## config.mk

```make
export PLATFORM = sky130hd
export DESIGN_NAME = pc_gen
export DESIGN_NICKNAME = d
export VERILOG_FILES = /design/src/rtl/pc_pkg.sv /design/src/rtl/pc_ras.sv /design/src/rtl/pc_gen.sv
export SDC_FILE = /design/constraint.sdc
export NUM_CORES = 1
export LEC_CHECK = 0
export CAP_MARGIN = 20
export CORE_MARGIN = 2
export CORE_UTILIZATION = 51
export DETAILED_ROUTE_END_ITERATION = 10
export MAX_ROUTING_LAYER = met4
export PLACE_DENSITY_LB_ADDON = 0.25
export SLEW_MARGIN = 0
export SYNTH_ARGS = -nofsm -noshare
export SYNTH_HDL_FRONTEND = slang
export SYNTH_SLANG_ARGS = --single-unit
```

## constraint.sdc

```tcl
create_clock -name clk -period 5.9 [get_ports clk]
set_clock_uncertainty 0.2 [all_clocks]
set_input_delay 1.18 -clock clk [delete_from_list [all_inputs] [get_ports clk]]
set_output_delay 1.18 -clock clk [all_outputs]
set_load 0.005 [all_outputs]
```

## src/rtl/pc_pkg.sv

```systemverilog
// Shared types and constants for the fetch-stage program-counter generator.
package pc_pkg;

    typedef enum logic [1:0] {
        SEQ  = 2'd0,
        TRAP = 2'd1,
        BR   = 2'd2,
        RET  = 2'd3
    } redirect_cause_e;

    localparam int INSN_BYTES = 4;

endpackage

```

## src/rtl/pc_ras.sv

```systemverilog
// Return-address stack: circular buffer addressed by a top pointer.
// A push into a full stack silently overwrites the oldest entry.
module pc_ras
    import pc_pkg::*;
#(
    parameter int DEPTH = 4,
    parameter int WIDTH = 32
) (
    input  logic                     clk,
    input  logic                     rst,
    input  logic                     push,
    input  logic                     pop,
    input  logic [WIDTH-1:0]         push_data,
    output logic [WIDTH-1:0]         top,
    output logic [$clog2(DEPTH):0]   count,
    output logic                     empty,
    output logic                     full
);

    localparam int PW = $clog2(DEPTH);
    localparam int CW = PW + 1;

    logic [WIDTH-1:0] mem [DEPTH];
    logic [PW-1:0]    tp;
    logic [CW-1:0]    cnt;
    logic             pop_eff;
    logic [PW-1:0]    wr_idx;

    assign empty   = (cnt == '0);
    assign full    = (cnt == CW'(DEPTH));
    assign top     = mem[tp];
    assign count   = cnt;
    assign pop_eff = pop & ~empty;

    // Push with a live pop replaces the top in place
    assign wr_idx = pop_eff ? tp : tp + PW'(1);

    always_ff @(posedge clk) begin
        if (push) begin
            mem[wr_idx] <= push_data;
        end
    end

    always_ff @(posedge clk) begin
        if (rst) begin
            tp  <= '0;
            cnt <= '0;
        end else if (push && !pop_eff) begin
            tp <= tp + PW'(1);
            if (!full) begin
                cnt <= cnt + CW'(1);
            end
        end else if (pop_eff && !push) begin
            tp  <= tp - PW'(1);
            cnt <= cnt - CW'(1);
        end
    end

endmodule

```

## src/rtl/pc_gen.sv

```systemverilog
// Fetch-stage PC generator: valid/ready handshake, stall, prioritised
// redirects with alignment check, and an internal return-address stack.
module pc_gen
    import pc_pkg::*;
#(
    parameter int              XLEN         = 32,
    parameter logic [XLEN-1:0] RESET_VECTOR = '0,
    parameter int              RAS_DEPTH    = 4,
    parameter int              INSN_BYTES   = pc_pkg::INSN_BYTES
) (
    input  logic                       clk,
    input  logic                       rst,
    input  logic                       stall,
    input  logic                       fetch_ready,
    output logic                       fetch_valid,
    output logic [XLEN-1:0]            pc,
    input  logic                       trap_valid,
    input  logic [XLEN-1:0]            trap_vec,
    input  logic                       br_valid,
    input  logic [XLEN-1:0]            br_target,
    input  logic                       call_push,
    input  logic [XLEN-1:0]            push_addr,
    input  logic                       ret_pop,
    input  logic [XLEN-1:0]            ret_fallback,
    output logic                       misalign,
    output logic [1:0]                 redirect_cause,
    output logic [$clog2(RAS_DEPTH):0] ras_count
);

    logic [XLEN-1:0] pc_q;
    logic [XLEN-1:0] pc_n;
    logic            fv_q;
    logic            mis_q;
    logic            mis_n;
    redirect_cause_e cause_q;
    redirect_cause_e cause_n;

    logic            fire;
    logic            ras_pop;
    logic [XLEN-1:0] ras_top;
    logic            ras_empty;
    logic            ras_full;
    logic [XLEN-1:0] ret_tgt;

    assign fire    = fv_q & fetch_ready & ~stall;
    assign ret_tgt = ras_empty ? ret_fallback : ras_top;

    always_comb begin
        pc_n    = pc_q;
        cause_n = cause_q;
        mis_n   = 1'b0;
        ras_pop = 1'b0;
        if (trap_valid) begin
            pc_n    = trap_vec;
            cause_n = TRAP;
        end else if (br_valid) begin
            if (br_target[1:0] != 2'b00) begin
                pc_n    = trap_vec;
                cause_n = TRAP;
                mis_n   = 1'b1;
            end else begin
                pc_n    = br_target;
                cause_n = BR;
            end
        end else if (ret_pop) begin
            // The pop happens even when the target is diverted to the trap
            ras_pop = 1'b1;
            if (ret_tgt[1:0] != 2'b00) begin
                pc_n    = trap_vec;
                cause_n = TRAP;
                mis_n   = 1'b1;
            end else begin
                pc_n    = ret_tgt;
                cause_n = RET;
            end
        end else if (fire) begin
            pc_n    = pc_q + XLEN'(INSN_BYTES);
            cause_n = SEQ;
        end
    end

    always_ff @(posedge clk) begin
        if (rst) begin
            pc_q    <= RESET_VECTOR;
            fv_q    <= 1'b0;
            mis_q   <= 1'b0;
            cause_q <= SEQ;
        end else begin
            pc_q    <= pc_n;
            fv_q    <= 1'b1;
            mis_q   <= mis_n;
            cause_q <= cause_n;
        end
    end

    pc_ras #(
        .DEPTH (RAS_DEPTH),
        .WIDTH (XLEN)
    ) u_ras (
        .clk       (clk),
        .rst       (rst),
        .push      (call_push),
        .pop       (ras_pop),
        .push_data (push_addr),
        .top       (ras_top),
        .count     (ras_count),
        .empty     (ras_empty),
        .full      (ras_full)
    );

    assign pc             = pc_q;
    assign fetch_valid    = fv_q;
    assign misalign       = mis_q;
    assign redirect_cause = cause_q;

endmodule

```

# After elaboration in Yosys (flattened, before gate mapping)
# Memory sizes are Yosys's and may differ from the RTL's. A register that Yosys moved wholly into a read port is not among the register bits.
# Cells that the tools add are included.
dict set report op_classes {
  addsub 5
  n_mul 0
  n_div 0
  order_cmp 0
  n_eq_ne 2
  n_shift 0
  mux 31
  bitwise 5
  n_reduce_logical 12
}
# operator n
set ops {}
lappend ops {{two-way mux 32 bit} 7}
lappend ops {{adder 32 x 3 -> 32 bit (second input constant)} 1}
lappend ops {{two-way mux 2 bit} 10}
lappend ops {{two-way mux 1 bit} 11}
lappend ops {{two-way mux 3 bit} 3}
lappend ops {{nonzero test 2 bit} 3}
lappend ops {{nonzero test 4 bit} 1}
lappend ops {{adder 3 x 1 -> 3 bit (second input constant)} 1}
lappend ops {{bitwise AND 1 bit} 3}
lappend ops {{== test 3 bit (second input constant)} 1}
lappend ops {{logical NOT 3 bit} 1}
lappend ops {{nonzero test 3 bit} 1}
lappend ops {{subtractor 3 x 1 -> 3 bit (second input constant)} 1}
lappend ops {{adder 2 x 1 -> 2 bit (second input constant)} 1}
lappend ops {{logical AND 1 bit} 2}
lappend ops {{logical NOT 1 bit} 2}
lappend ops {{!= test 2 bit (second input constant)} 1}
lappend ops {{inverter 1 bit} 2}
lappend ops {{AND reduction 2 bit} 1}
lappend ops {{OR reduction 2 bit} 1}
lappend ops {{subtractor 2 x 1 -> 2 bit (second input constant)} 1}
dict set report word_totals {
  regBits 41
  latch_bits 0
  mem_bits_rw 128
  rom_bits 0
  inputBits 136
  out_inout_bits 39
  word_cells 63
  memories 1
}
# memory words width rd rd_ports_with_merged_regs wr line
set mem_list {}
lappend mem_list {u_ras.mem 4 32 1 1 1 pc_ras.sv:23} ;# logic [WIDTH-1:0] mem [DEPTH];

# Depth between registers and ports, before layout
dict set report logic_depth {
  depth_word 9
  depth_mapped 11
  depth_no_buf 10
}

# Hierarchy
# From an unflattened synthesis, not the netlist that was laid out.
dict set report unflattened {
  hier_cells 621
  area_unflattened_um2 8217.9
}
# module instances cells_per_inst area_per_inst_um2
set modules_own_cells {}
lappend modules_own_cells {pc_ras 1 217 5032.3}
lappend modules_own_cells {pc_gen 1 404 3185.6}

# Worst setup path before layout
# OpenSTA, ideal clock, no wires.
dict set report synth_timing {
  path_type {input to register}
  startpoint {in trap_valid}
  endpoint {mem u_ras.mem[0][0] (enable)}
  arrival_time_ns 3.900
  t_required_ns 5.279
  setup_slack_ns 1.379
  cell_stages 6
  path_buffers 2
  cell_sequence {clkbuf_1 or3b_2 clkbuf_1 or3_1 mux2_2 nor2_1}
}
dict set report synth_via {
  elab_chain_len 3
}
# element line
set synth_lines {}
lappend synth_lines {{start, declared} pc_gen.sv:17} ;# input logic trap_valid,
lappend synth_lines {{two-way mux 1 bit} pc_gen.sv:53} ;# if (trap_valid) begin
lappend synth_lines {{bitwise AND 1 bit} pc_ras.sv:33} ;# assign pop_eff = pop & ~empty;
lappend synth_lines {{two-way mux 2 bit} pc_ras.sv:36} ;# assign wr_idx = pop_eff ? tp : tp + PW'(1);
lappend synth_lines {{end, declared} pc_ras.sv:23}
# Every way passes these cells.

# Worst setup path after layout
dict set report layout_timing {
  startpoint {in br_valid}
  endpoint {reg pc_q[14] (netlist: pc[14])}
}
dict set report layout_via {
  elab_chain_len 2
  word_cells_on_any_way 3
  cone_classes {mux: 2; reduce/logical: 1}
}
# element line
set layout_lines {}
lappend layout_lines {{start, declared} pc_gen.sv:19} ;# input logic br_valid,
lappend layout_lines {{two-way mux 32 bit} pc_gen.sv:56} ;# end else if (br_valid) begin
lappend layout_lines {{two-way mux 32 bit} pc_gen.sv:53}
lappend layout_lines {{end signal, assigned} pc_gen.sv:89} ;# pc_q <= pc_n;
lappend layout_lines {{end, declared} pc_gen.sv:30} ;# logic [XLEN-1:0] pc_q;
# Parallel ways exist; a longest one is shown, timed or not.
# A chain may end at the register's enable or synchronous reset.

==> out/qor.txt <==
P_leak -> 3.62 nW
CP required -> 6.03 ns
Number of port buffers -> 174
Clk sinks -> 171
Critical Path AT -> 4.38 ns
Die Height -> 131 microns
Vias in the first global route -> 6567
Yosys warns -> 0
Post-cts hold buffer count -> 0
Tmin final -> 4.26 ns
R2R cell count -> 8
First-pass GRT wire length -> 37.8 mm
Pwr/cell area -> 302 mW/mm^2
Routed wire length -> 25.4 mm
Initial antenna violation count -> 0
CP Launch Type -> primary input
Worst R2R Start -> u_ras.count[0]
Worst-Margin Slew -> 0.952 ns
Slew margin rel. -> 36.5%
Core ar. -> 0.0158 sq mm
Final slew viol count -> 0
Core Util, Final -> 67.9%
CTS clk-pin slew, worst paths -> 0.06 ns
Top FF cell, synth -> edfxtp_1
Net Sw Power -> 911 uW
Status -> finished clean
Num CTS Buffers -> 17
Tot GR Track Use -> 31.4%
Switching Fraction -> 28.2%
PostCTS Resize Cnt -> 0
WL/cell -> 23.8 microns
Routed wl met3 -> 2.29 mm
RePlAce Congestion -> 0.943
Worst Setup End Kind -> register
HP Class -> register to register
Ys async rst share -> 0%
Ports -> 175
Die W -> 131 microns
Synth-to-layout area growth -> 31.2%
DP HPWL -> 17.5 mm
DRC viols -> 0
Syn avg cell area -> 12.2 sq um
Max-Cap Viols -> 0
M1 wire length -> 10.0 mm
Final Hold Vio Count -> 0
Initial DRT Pass Iterations -> 5
Initial drt markers -> 768
Seq pwr share -> 44.9%
CTS tree -> built
Commonest non-fill, non-tap cell in the layout -> clkdlybuf4s50_1
Post-route antenna net violation count -> 0
Logic pwr share -> 20.4%
Top sig layer -> met4
Remaining global-route overflow -> 0
Ant. Diodes -> 0
Clk pwr share -> 34.7%
Die area -> 0.0170 sq mm
Clk_lat worst skew -> 0.43 ns
Largest net degree at the start of global routing -> 35
Met2 routed WL -> 12.1 mm
Setup bufs post-CTS -> 0
Most frequent cells in the layout -> clkdlybuf4s50_1, edfxtp_1, nand2_1, nor2_1, dfxtp_1
Vias -> 6643
Max VDD drop -> 0.000234 V
Cell-internal power -> 2.32 mW
Final worst path period share -> 72.1%
Vias per cell -> 6.24
CP endpoint -> pc[14]
Initial Util -> 51.8%
R2R Path End -> pc[19]
CTS Root Cell -> clkbuf_16
R2R Setup Slk -> 2.65 ns
Post-synthesis sequential area ratio -> 57.6%
Final nets -> 975
Layout cell share with drive strength beyond 1 -> 11.6%
Unrepaired setup endpoints after global routing -> false
Final setup TNS -> 0 ns
Netlist Area Pre-Place -> 0.00816 sq mm
H-tree levels -> 4
Critical path origin -> br_valid
Post-synthesis cell type count -> 64
CP Class -> primary input to register
Critical-path maximum fanout -> 23
Syn nets -> 809
#FFs+latches synth -> 171
Post-synth EDFFs -> 128
Clock buffer depth -> 2
FP Rows -> 46
Final setup vio count -> 0
Max Fclk -> 235 MHz
Gate Count Post-Synth -> 669
## layer usage
| layer | vias up | track usage (%) |
|---|---|---|
| met2 | 422 | 48.7 |
| met4 | 0 | 14.5 |
| met5 | - | - |
| met3 | 60 | 7.17 |
| met1 | 3222 | 39.6 |
| li1 | 2939 | - |
## registers in the layout, summed over array words and instances (netlist names), named ones only
name            flops
u_ras.mem         128
redirect_cause      2
fetch_valid         1
u_ras.tp            2
pc                 32
u_ras.count         3
misalign            1
## cell usage after synthesis, drive strengths merged, types with 9 or more instances
cell      n  area, sq um
a211oi   10         75.1
mux2i    11          110
o21ai    16         80.1
mux4     31          698
nor2     58          220
edfxtp  128         3840
clkbuf   28          105
dfxtp    43          861
xor2     12          105
xnor2    11         96.3
nand4     9         56.3
a221oi   22          193
o211ai   15          113
a31oi    14         87.6
nor3     13         81.3
nand3    25          125
buf      15         85.1
a21oi    11         58.8
a311oi   10         87.6
nand2   103          394
## critical path: stages
cell and delay (ns):
clkdlybuf4s50_1 0.83, or3_1 0.82, nor2_2 0.85, buf_4 0.30
a221oi_1 0.06, a311oi_1 0.31
## how the worst min path moves through the flow
| stage | startpoint | endpoint | slack (ns) | cells past startpoint |
|---|---|---|---|---|
| 2_1_floorplan | redirect_cause[0] | redirect_cause[0] | 0.28 | 2 |
| 3_3_place_gp | redirect_cause[0] | redirect_cause[0] | 0.28 | 2 |
| 3_5_place_dp | redirect_cause[0] | redirect_cause[0] | 0.31 | 2 |
| 4_1_cts | redirect_cause[0] | redirect_cause[0] | 0.32 | 2 |
| 5_1_grt | redirect_cause[0] | redirect_cause[0] | 0.35 | 2 |
| 6_report | redirect_cause[0] | redirect_cause[0] | 0.32 | 2 |
## kinds of logic after synthesis
| family | share of synthesized area, % |
|---|---|
| flops | 57.6 |
| mux | 10.3 |
| simple gates | 13.7 |
| compound gates | 12.5 |
| xor+xnor | 2.47 |
| buf+inv | 2.70 |
| fa+ha+maj | 0.705 |
## stage by stage
| step | worst slack, ns | power, mW | area [sq um] | instances | hold WS, ns |
|---|---|---|---|---|---|
| after floorplan | 1.38 | 1.82 | 8160 | 669 | 0.279 |
| after global placement | 1.41 | 2.11 | 10100 | 1032 | 0.276 |
| after detailed placement | 1.31 | 2.12 | 10100 | 1032 | 0.306 |
| after CTS | 1.75 | 3.23 | 10700 | 1064 | 0.321 |
| after global routing | 1.53 | 3.34 | 10700 | 1064 | 0.354 |
| final | 1.64 | 3.23 | 10700 | 1064 | 0.324 |
## power by group through the flow
stage | registers [mW] | logic [mW] | clock network [mW]
6_report | 1.45 | 0.658 | 1.12
3_5_place_dp | 1.48 | 0.648 | 0
4_1_cts | 1.45 | 0.652 | 1.13
2_1_floorplan | 1.46 | 0.360 | 0
5_1_grt | 1.46 | 0.703 | 1.18
3_3_place_gp | 1.47 | 0.638 | 0
## cell type report
cell class                      instances  area (sq um)
Clock buffer                           17           425
Clock inverter                         15           160
Fill cell                            1162          5060
Inverter                                8          30.0
Multi-Input combinational cell        447          3250
Sequential cell                       171          4710
Tap cell                              216           270
Timing Repair Buffer                  190          1860
(Power assumes the default switching activity.)
